File: config.mk
export PLATFORM = sky130hd
export DESIGN_NAME = ps2_dev_tx_flat
export DESIGN_NICKNAME = d
export VERILOG_FILES = /design/src/rtl/ps2_dev_tx_if.sv /design/src/rtl/ps2_dev_tx.sv /design/src/flat_wrapper.sv
export SDC_FILE = /design/constraint.sdc
export NUM_CORES = 1
export LEC_CHECK = 0
export BUFFER_PORTS_ARGS = -buffer_cell sky130_fd_sc_hd__buf_4
export CAP_MARGIN = 5
export CORE_UTILIZATION = 64
export CTS_BUF_LIST = sky130_fd_sc_hd__clkbuf_16
export DETAILED_ROUTE_END_ITERATION = 8
export PLACE_DENSITY_LB_ADDON = 0.3
export SLEW_MARGIN = 20
export SYNTH_ARGS = -nofsm -noshare
export SYNTH_HDL_FRONTEND = slang
export SYNTH_SLANG_ARGS = --single-unit
File: constraint.sdc
create_clock -name clk_sys -period 3.7 [get_ports clk_sys]
set_input_delay 0.74 -clock clk_sys [delete_from_list [all_inputs] [get_ports clk_sys]]
set_output_delay 0.74 -clock clk_sys [all_outputs]
set_load 0.01 [all_outputs]
File: src/rtl/ps2_dev_tx_if.sv
// rtl/ps2_dev_tx_if.sv - host-side write/status bus for the PS/2 device transmitter
interface ps2_dev_tx_if #(
  parameter int CHANNELS = 2
);
  logic [CHANNELS-1:0]   wr;
  logic [8*CHANNELS-1:0] din;
  logic [CHANNELS-1:0]   ovf_clr;
  logic [CHANNELS-1:0]   full;
  logic [CHANNELS-1:0]   empty;
  logic [CHANNELS-1:0]   overflow;
  logic [CHANNELS-1:0]   busy;

  modport master (output wr, din, ovf_clr, input full, empty, overflow, busy);
  modport slave  (input wr, din, ovf_clr, output full, empty, overflow, busy);
endinterface

File: src/rtl/ps2_dev_tx.sv
// rtl/ps2_dev_tx.sv - N-channel PS/2 device transmitter, per-channel FIFO and frame serialiser
// Define PS2_HOST_INHIBIT_EN to enable host-inhibit abort/retry on host_clk_in.
module ps2_dev_tx #(
  parameter int CHANNELS  = 2,
  parameter int FIFO_BITS = 3,
  parameter int GAP       = 1
) (
  input  logic                clk_sys,
  input  logic                reset_n,
  input  logic                ps2_clk,
  input  logic [CHANNELS-1:0] host_clk_in,
  ps2_dev_tx_if.slave         bus,
  output logic [CHANNELS-1:0] ps2_clk_out,
  output logic [CHANNELS-1:0] ps2_data_out
);
  localparam int DEPTH = 1 << FIFO_BITS;

  typedef enum logic [3:0] {
    ST_IDLE, ST_B0, ST_B1, ST_B2, ST_B3, ST_B4, ST_B5, ST_B6, ST_B7,
    ST_PAR, ST_STOP, ST_END, ST_GAP
  } state_t;

  logic                ps2_s1, ps2_s2, ps2_d, tick;
  logic [CHANNELS-1:0] inhibit;
  logic [FIFO_BITS:0]  wptr [CHANNELS];
  logic [FIFO_BITS:0]  rptr [CHANNELS];
  logic [7:0]          mem  [CHANNELS][DEPTH];
  logic [CHANNELS-1:0] pop;
  state_t              st    [CHANNELS];
  state_t              st_nx [CHANNELS];
  logic [3:0]          cnt    [CHANNELS];
  logic [3:0]          cnt_nx [CHANNELS];
  logic [7:0]          sh    [CHANNELS];
  logic [7:0]          sh_nx [CHANNELS];
  logic [CHANNELS-1:0] par, par_nx, dat_nx;

  // tick is registered so it lands 3 cycles after the raw ps2_clk edge
  always_ff @(posedge clk_sys or negedge reset_n) begin
    if (!reset_n) begin
      ps2_s1 <= 1'b0;
      ps2_s2 <= 1'b0;
      ps2_d  <= 1'b0;
      tick   <= 1'b0;
    end else begin
      ps2_s1 <= ps2_clk;
      ps2_s2 <= ps2_s1;
      ps2_d  <= ps2_s2;
      tick   <= ps2_s2 & ~ps2_d;
    end
  end

`ifdef PS2_HOST_INHIBIT_EN
  logic [CHANNELS-1:0] host_s1, host_s2;
  always_ff @(posedge clk_sys or negedge reset_n) begin
    if (!reset_n) begin
      host_s1 <= '1;
      host_s2 <= '1;
    end else begin
      host_s1 <= host_clk_in;
      host_s2 <= host_s1;
    end
  end
  assign inhibit = ~host_s2;
`else
  logic unused_host;
  assign unused_host = ^host_clk_in;
  assign inhibit     = '0;
`endif

  always_ff @(posedge clk_sys or negedge reset_n) begin
    if (!reset_n) begin
      for (int c = 0; c < CHANNELS; c++) begin
        wptr[c] <= '0;
        rptr[c] <= '0;
      end
      bus.overflow <= '0;
    end else begin
      for (int c = 0; c < CHANNELS; c++) begin
        if (bus.wr[c] && !bus.full[c]) wptr[c] <= wptr[c] + 1'b1;
        if (pop[c]) rptr[c] <= rptr[c] + 1'b1;
        if (bus.ovf_clr[c]) bus.overflow[c] <= 1'b0;
        else if (bus.wr[c] && bus.full[c]) bus.overflow[c] <= 1'b1;
      end
    end
  end

  always_ff @(posedge clk_sys) begin
    for (int c = 0; c < CHANNELS; c++) begin
      if (bus.wr[c] && !bus.full[c]) mem[c][wptr[c][FIFO_BITS-1:0]] <= bus.din[8*c +: 8];
    end
  end

  always_comb begin
    bus.full    = '0;
    bus.empty   = '0;
    bus.busy    = '0;
    ps2_clk_out = '0;
    for (int c = 0; c < CHANNELS; c++) begin
      bus.full[c]    = (wptr[c][FIFO_BITS] != rptr[c][FIFO_BITS]) &&
                       (wptr[c][FIFO_BITS-1:0] == rptr[c][FIFO_BITS-1:0]);
      bus.empty[c]   = (wptr[c] == rptr[c]);
      bus.busy[c]    = (st[c] != ST_IDLE);
      ps2_clk_out[c] = ps2_s2 | (st[c] == ST_IDLE) | (st[c] == ST_GAP);
    end
  end

  always_ff @(posedge clk_sys or negedge reset_n) begin
    if (!reset_n) begin
      for (int c = 0; c < CHANNELS; c++) begin
        st[c]  <= ST_IDLE;
        cnt[c] <= '0;
        sh[c]  <= '0;
      end
      par          <= '0;
      ps2_data_out <= '1;
    end else begin
      for (int c = 0; c < CHANNELS; c++) begin
        st[c]  <= st_nx[c];
        cnt[c] <= cnt_nx[c];
        sh[c]  <= sh_nx[c];
      end
      par          <= par_nx;
      ps2_data_out <= dat_nx;
    end
  end

  // The byte is only peeked at start; rptr moves on the stop bit so an aborted frame resends it
  always_comb begin
    par_nx = par;
    dat_nx = ps2_data_out;
    pop    = '0;
    for (int c = 0; c < CHANNELS; c++) begin
      st_nx[c]  = st[c];
      cnt_nx[c] = cnt[c];
      sh_nx[c]  = sh[c];
      if (tick) begin
        if (inhibit[c] && (st[c] <= ST_PAR)) begin
          st_nx[c]  = ST_IDLE;
          dat_nx[c] = 1'b1;
        end else begin
          case (st[c])
            ST_IDLE: begin
              if (!bus.empty[c]) begin
                sh_nx[c]  = mem[c][rptr[c][FIFO_BITS-1:0]];
                par_nx[c] = 1'b1;
                dat_nx[c] = 1'b0;
                st_nx[c]  = ST_B0;
              end
            end
            ST_B0, ST_B1, ST_B2, ST_B3, ST_B4, ST_B5, ST_B6, ST_B7: begin
              dat_nx[c] = sh[c][0];
              sh_nx[c]  = {1'b0, sh[c][7:1]};
              par_nx[c] = par[c] ^ sh[c][0];
              st_nx[c]  = state_t'(st[c] + 4'd1);
            end
            ST_PAR: begin
              dat_nx[c] = par[c];
              st_nx[c]  = ST_STOP;
            end
            ST_STOP: begin
              dat_nx[c] = 1'b1;
              pop[c]    = 1'b1;
              st_nx[c]  = ST_END;
            end
            ST_END: begin
              if (GAP == 0) begin
                st_nx[c] = ST_IDLE;
              end else begin
                st_nx[c]  = ST_GAP;
                cnt_nx[c] = 4'(GAP);
              end
            end
            ST_GAP: begin
              if (cnt[c] <= 4'd1) st_nx[c] = ST_IDLE;
              else cnt_nx[c] = cnt[c] - 4'd1;
            end
            default: st_nx[c] = ST_IDLE;
          endcase
        end
      end
    end
  end
endmodule
File: src/flat_wrapper.sv
// flat-port wrapper written by rule: the top's interface ports become plain ports
module ps2_dev_tx_flat 
#(
  parameter int CHANNELS  = 2,
  parameter int FIFO_BITS = 3,
  parameter int GAP       = 1
)
  (clk_sys, reset_n, ps2_clk, host_clk_in, ps2_clk_out, ps2_data_out, bus_wr, bus_din, bus_ovf_clr, bus_full, bus_empty, bus_overflow, bus_busy);
  ps2_dev_tx_if #(.CHANNELS(CHANNELS)) bus_i ();
  input  logic clk_sys;
  input  logic reset_n;
  input  logic ps2_clk;
  input  logic [CHANNELS-1:0] host_clk_in;
  output logic [CHANNELS-1:0] ps2_clk_out;
  output logic [CHANNELS-1:0] ps2_data_out;
  input wire logic [$bits(bus_i.wr)-1:0] bus_wr;
  input wire logic [$bits(bus_i.din)-1:0] bus_din;
  input wire logic [$bits(bus_i.ovf_clr)-1:0] bus_ovf_clr;
  output wire logic [$bits(bus_i.full)-1:0] bus_full;
  output wire logic [$bits(bus_i.empty)-1:0] bus_empty;
  output wire logic [$bits(bus_i.overflow)-1:0] bus_overflow;
  output wire logic [$bits(bus_i.busy)-1:0] bus_busy;
  assign bus_i.wr = bus_wr;
  assign bus_i.din = bus_din;
  assign bus_i.ovf_clr = bus_ovf_clr;
  assign bus_full = bus_i.full;
  assign bus_empty = bus_i.empty;
  assign bus_overflow = bus_i.overflow;
  assign bus_busy = bus_i.busy;
  ps2_dev_tx #(.CHANNELS(CHANNELS), .FIFO_BITS(FIFO_BITS), .GAP(GAP)) u_core (.clk_sys(clk_sys), .reset_n(reset_n), .ps2_clk(ps2_clk), .host_clk_in(host_clk_in), .bus(bus_i), .ps2_clk_out(ps2_clk_out), .ps2_data_out(ps2_data_out));
endmodule
## Yosys cells after proc, flatten, opt, wreduce, memory -nomap -nowiden

Memories as Yosys holds them, arrays and structs flattened.
Cells that the tools add are included.

- Bits of input ports: 25
- Output and inout port bits: 12
- Word-level logic and storage cells: 161
- Memories: 1
- Bits in writable memories: 128
- Register bits after elaboration: 58

Memory list:

| memory | words | bits a word | read ports | clocked after memory_dff | write ports | RTL line | source |
|---|---|---|---|---|---|---|---|
| u_core.mem | 2 | 64 | 2 | 0 | 2 | ps2_dev_tx.sv:27 | `logic [7:0] mem [CHANNELS][DEPTH];` |

- Add/sub/neg operators: 8
- Reduce and logical (&&, ||, !) cells: 32
- Order comparisons: 8
- Bitwise operators: 12
- Muxes and demuxes: 44
- Equality and inequality tests: 36

Operators by type and width:

| kind | number |
|---|---|
| $mux W64 | 2 |
| $mux W8 | 8 |
| $bmux W8 S3 | 2 |
| $demux W8 S3 | 2 |
| $pmux W4 S6 | 2 |
| $eq A4 B4 Y1 const B | 10 |
| $eq A4 B3 Y1 const B | 8 |
| $pmux W8 S2 | 2 |
| $add A4 B1 Y4 const B | 6 |
| $mux W4 | 6 |
| $reduce_and A3 Y1 | 8 |
| $eq A4 B2 Y1 const B | 4 |
| $ge A4 B4 Y1 const B | 4 |
| $not A3 Y4 | 4 |
| $pmux W4 S2 | 2 |
| $reduce_bool A4 Y1 | 4 |
| $reduce_or A8 Y1 | 2 |
| $mux W1 | 14 |
| $ne A2 B2 Y1 const B | 6 |
| $reduce_bool A2 Y1 | 6 |
| $eq A4 B1 Y1 const B | 2 |
| $eq A4 B4 Y1 | 2 |
| $le A4 B1 Y1 const B | 2 |
| $logic_and A1 B1 Y1 | 8 |
| other kinds (12) | 24 |

## Logic depth before layout (Yosys ltp)

- Word-level depth: 6
- Gate-level depth with buffers: 9
- Depth with buffers taken out: 7

## Worst setup path before layout

No wires, ideal clock.

- Kind: register -> register
- Start: register u_core.rptr[0] in the netlist's numbering
- End: memory u_core.mem[0][120] in the netlist's numbering, enable pin
- Data required time: 3317 ps
- Arrival time: 2051 ps
- Path slack: 1266 ps
- Cell stages (with the launch flop): 7
- Path buffers: 1
- Setup time: 383 ps
- Cell sequence: dfrtp_1 > buf_4 > xnor2_1 > and4_1 > nand2b_1 > or2_2 > nor3_1

RTL lines:

| what | RTL line | source |
|---|---|---|
| start, declared | ps2_dev_tx.sv:26 | `logic [FIFO_BITS:0] rptr [CHANNELS];` |
| start signal, assigned by index | ps2_dev_tx.sv:80 | `if (pop[c]) rptr[c] <= rptr[c] + 1'b1;` |
| end, declared | ps2_dev_tx.sv:27 |  |

## Final worst setup path

- Start: register u_core.st[0] in the netlist's numbering
- End: output port ps2_clk_out[1]

- Cells in the longest elaborated chain, start to end: 3
- Elaborated cells on any way between the ends: 4
- Classes of those cells: eq/ne (1); bitwise (2); reduce/logical (1)

Ends and longest elaborated chain:

| what | RTL line | source |
|---|---|---|
| start, declared | ps2_dev_tx.sv:29 | `state_t st [CHANNELS];` |
| start signal, assigned by index | ps2_dev_tx.sv:118 | `st[c] <= st_nx[c];` |
| $logic_not A4 Y1 | ps2_dev_tx.sv:103 | `ps2_clk_out[c] = ps2_s2 \| (st[c] == ST_IDLE) \| (st[c] == ST_GAP);` |
| $or A1 B1 Y1 | ps2_dev_tx.sv:103 |  |
| $or A1 B1 Y1 * | ps2_dev_tx.sv:103 |  |
| end, declared | flat_wrapper.sv:14 | `output logic [CHANNELS-1:0] ps2_clk_out;` |

Every way passes the cells marked *; elsewhere a longest branch is shown, timed or not.

==> flow_summary.json <==
{
  "initial_core_util_pct": 66.5,
  "cts_made_buffers": 17,
  "remaining_drc_errors": 0,
  "asyncSetResetFlopFracSynth_pct": 31.2,
  "htree_levels": 4,
  "gr-total-overflow": 0,
  "number_of_enable_type_register_cells_in_the_synthesized_netlist": 128,
  "static_leakage_uw": 0.00344,
  "cts_max_path_buffers": 2,
  "worst_hold_path.num_cells": 0,
  "cp_data_required_time_ns": 2.96,
  "max_slew_headroom_pct": 38.0,
  "cts_tree": "built",
  "finalNonFillerCells": 751,
  "ys_ff_latch": 186,
  "timing.final.max_slew_violations": 0,
  "worst_slew_pin_slew_ns": 0.926,
  "cts_root_buf": "sky130_fd_sc_hd__clkbuf_16",
  "finalWirelength_mm": 15.8,
  "dp.cells": 722,
  "switchingPower_uw": 2000,
  "multiInputGateArea_sq_um": 2630,
  "critPathLaunchType": "flop",
  "netlist-cell-type-count": 54,
  "status": "finished, final reports clean",
  "synthToLayoutAreaGrowth_pct": 13.1,
  "seq_power_share_pct": 45.2,
  "cts_hold_fix_bufs": 0,
  "num-fill-cells": 742,
  "antenna_found_initial": 0,
  "layout_worst_path_cycle_share_pct": 73.4,
  "timing.critical_path.arrival_ns": 1.98,
  "first_global_vias": 4478,
  "finalWorstPathRequiredPeriod_ns": 2.72,
  "min_delay_startpoint": "u_core.ps2_s1$_DFF_PN0_",
  "max_cap_viol_count": 0,
  "initial_drc_count": 446,
  "combPwrFrac_pct": 27.4,
  "finish.instance_area_sq_um": 9180,
  "postRouteAntennaNets": 0,
  "grt_first_pass_wirelength_mm": 24.6,
  "clock_insertion_delay_worst_skew_ns": 0.43,
  "floorplan.io_pins": 37,
  "final_hold_viol_count": 0,
  "hpwlAfterDp_mm": 9.54,
  "gp_routability_congestion": 0.869,
  "ff_latch_area_sq_um": 5300,
  "worst_ir_drop_vdd_uv": 602,
  "power_per_cell_area_nw_per_um2": 708,
  "synth_area_sq_um": 8120,
  "place.port_buffers": 34,
  "setup-violations-final": 0,
  "yosys_top_cell_by_area": "sky130_fd_sc_hd__edfxtp_1",
  "timing.rr.end": "u_core.sh[14]$_DFFE_PN0P_",
  "nNetsFinal": 615,
  "setup_fix_buffers_added_after_clock_tree_synthesis": 0,
  "power_uw": 6510,
  "ys.warnings.count": 0,
  "fin_worst_skew_ns": 0.00770,
  "horiz_die_dim_um": 115,
  "intPower_uw": 4500,
  "insertedDiodeCount": 0,
  "numClockSinks": 186,
  "placeableCoreArea_sq_um": 12200,
  "ctsResizeCount": 0,
  "synthesis.nets": 568,
  "synth_ff_type": "sky130_fd_sc_hd__edfxtp_1",
  "setup_slack_reg_to_reg_ns": 1.10,
  "share_clk_of_total_power_pct": 27.4,
  "die-height_um": 115,
  "critPathCaptureType": "primary output",
  "clkTransAtPathRegs_ns": 0.06,
  "largest_net_degree_at_the_start_of_global_routing": 59,
  "rsz0062_at_grt": "no",
  "hold_end": "u_core.ps2_s2$_DFF_PN0_",
  "postPlaceCellArea_sq_um": 8600,
  "hp-class": "reg2reg",
  "critPathKind": "reg2out",
  "synthCells": 526,
  "crit_fanout": 7,
  "dr.pass1.iters": 5,
  "synth.yosys.seq_area_share_pct": 65.2,
  "routedWlPerCell_um": 21.1,
  "via_total_after_detailed_routing": 4584,
  "routed_vias_inst": 6.10,
  "globalRouteTotalUtil_pct": 26.4,
  "rows": 40,
  "sw_frac_of_total_pct": 30.8,
  "synth.top_cells.by_area": "sky130_fd_sc_hd__edfxtp_1 47%, sky130_fd_sc_hd__dfrtp_1 17%, sky130_fd_sc_hd__mux4_2 6.9%, sky130_fd_sc_hd__mux2_2 2.6%, sky130_fd_sc_hd__ha_1 2.6%",
  "fmax_ghz": 0.368,
  "drive_above_1_share_pct": 23.5,
  "final.setup.tns_ns": 0,
  "die-area_sq_um": 13100,
  "yosys.area.top_type_share_pct": 47.3,
  "crit-reg2reg-launch": "u_core.st[4]$_DFFE_PN0P_",
  "finalCoreUtilization_pct": 75.2,
  "reg2reg_depth": 7,
  "avgSynthCellArea_sq_um": 15.4
}
[layout by cell type, fill, tap and decap left out, drive strengths merged, types with 2 or more instances in the layout]
master  synthesis  layout
clkbuf          7      17
nand3           6       6
o311a           2       2
nand2          27      27
and3            4       4
o21ai          39      39
o211ai          4       4
nand4           2       2
mux2           22      22
and2            2       2
a31oi           2       2
and4            2       2
or2             3       3
xnor2          13      13
dfstp           2       2
buf            18      53
mux2i          18      18
edfxtp        128     128
a21oi           8       8
xor2            9       9
o22ai           3       3
bufinv          0       3
ha             17      17
o31a            2       2
nor3           10      10
inv            18      22
clkinv          0       4
nand3b          5       5
mux4           32      32
a21o            2       2
nor2           31      31
o31ai           6       6
nand2b         10      10
dfrtp          56      56
nor2b           5       5
[kinds of logic (layout without fill, tap and decap cells)]
family | count (synthesis) | after routing | synth area share [%]
DFF | 186 | 186 | 65.2
and+or+nand+nor | 111 | 111 | 6.73
AOI/OAI and AO/OA | 75 | 75 | 6.07
muxes | 72 | 72 | 14.6
buffers and inverters | 43 | 100 | 2.39
xor gates and xnor gates | 22 | 22 | 2.37
adders and majority gates | 17 | 17 | 2.62
[power by group through the flow]
stage          clock network, uW  registers [uW]  logic [uW]
6_report                    1780            2940        1780
5_1_grt                     1900            2980        1970
4_1_cts                     1800            2940        1790
3_5_place_dp                   0            2960        1750
3_3_place_gp                   0            2920        1670
2_1_floorplan                  0            2830        1400
[critical path, cell delays in order, from the launching register on]
cell and delay [ns]:
sky130_fd_sc_hd__dfrtp_1 0.43, sky130_fd_sc_hd__inv_1 0.12, sky130_fd_sc_hd__ha_1 0.26, sky130_fd_sc_hd__or3b_1 0.52, sky130_fd_sc_hd__nand2_1 0.11, sky130_fd_sc_hd__buf_4 0.12
[Yosys cell counts (5+ instances only)]
cell	count
sky130_fd_sc_hd__dfrtp_1	56
sky130_fd_sc_hd__mux4_1	7
sky130_fd_sc_hd__clkbuf_1	5
sky130_fd_sc_hd__o21ai_0	38
sky130_fd_sc_hd__o31ai_1	5
sky130_fd_sc_hd__mux2i_1	18
sky130_fd_sc_hd__nor2b_1	5
sky130_fd_sc_hd__xor2_1	9
sky130_fd_sc_hd__xnor2_1	13
sky130_fd_sc_hd__nand3b_1	5
sky130_fd_sc_hd__mux2_2	19
sky130_fd_sc_hd__nand2b_1	10
sky130_fd_sc_hd__nand2_1	27
sky130_fd_sc_hd__buf_2	12
sky130_fd_sc_hd__inv_1	18
sky130_fd_sc_hd__edfxtp_1	128
sky130_fd_sc_hd__nor2_1	31
sky130_fd_sc_hd__ha_1	17
sky130_fd_sc_hd__nor3_1	10
sky130_fd_sc_hd__a21oi_1	7
sky130_fd_sc_hd__mux4_2	25
sky130_fd_sc_hd__nand3_1	6
[layer usage]
metal	share of wire, %	vias up	track usage (%)
met3	5.4	22	6.88
met1	41	2321	34.5
met4	2.1	0	10.0
li1	-	2080	-
met2	51	161	43.1
met5	0	-	0
[cell type report]
cell class / count / share of cell area, %
clock buffers: 17 / 4.63
flip-flops and latches: 186 / 57.7
well taps: 168 / 2.29
multi-input cells: 297 / 28.7
inverters: 18 / 0.736
clock inverters: 12 / 1.68
repair buffers: 53 / 4.33
[per-stage QoR]
step,hold WS [ns],worst slack (ns)
final,0.357,0.984
after global routing,0.363,0.904
after CTS,0.359,0.974
after detailed placement,0.351,1.14
after global placement,0.343,1.22
after floorplan,0.331,1.27
[flip-flops by register name (all words and copies together) (netlist names), 2 cells and up]
signal	count
u_core.st	8
u_core.mem	128
u_core.sh	16
u_core.cnt	8
u_core.par	2
u_core.bus.overflow	2
u_core.rptr	8
u_core.ps2_data_out	2
u_core.wptr	8
[worst max path at each step]
stage / start / to / slack (ns) / depth (start not counted)
after floorplan: u_core.rptr[0]$_DFFE_PN0P_ / u_core.mem[0][120]$_DFFE_PP_ / 1.27 / 6
after global placement: u_core.rptr[5]$_DFFE_PN0P_ / u_core.mem[0][29]$_DFFE_PP_ / 1.22 / 6
after detailed placement: u_core.rptr[5]$_DFFE_PN0P_ / u_core.mem[0][27]$_DFFE_PP_ / 1.14 / 6
after CTS: u_core.st[0]$_DFFE_PN0P_ / ps2_clk_out[1] / 0.97 / 5
after global routing: u_core.st[0]$_DFFE_PN0P_ / ps2_clk_out[1] / 0.90 / 5
final: u_core.st[0]$_DFFE_PN0P_ / ps2_clk_out[1] / 0.98 / 5
Power figures use the tool's default switching activity.
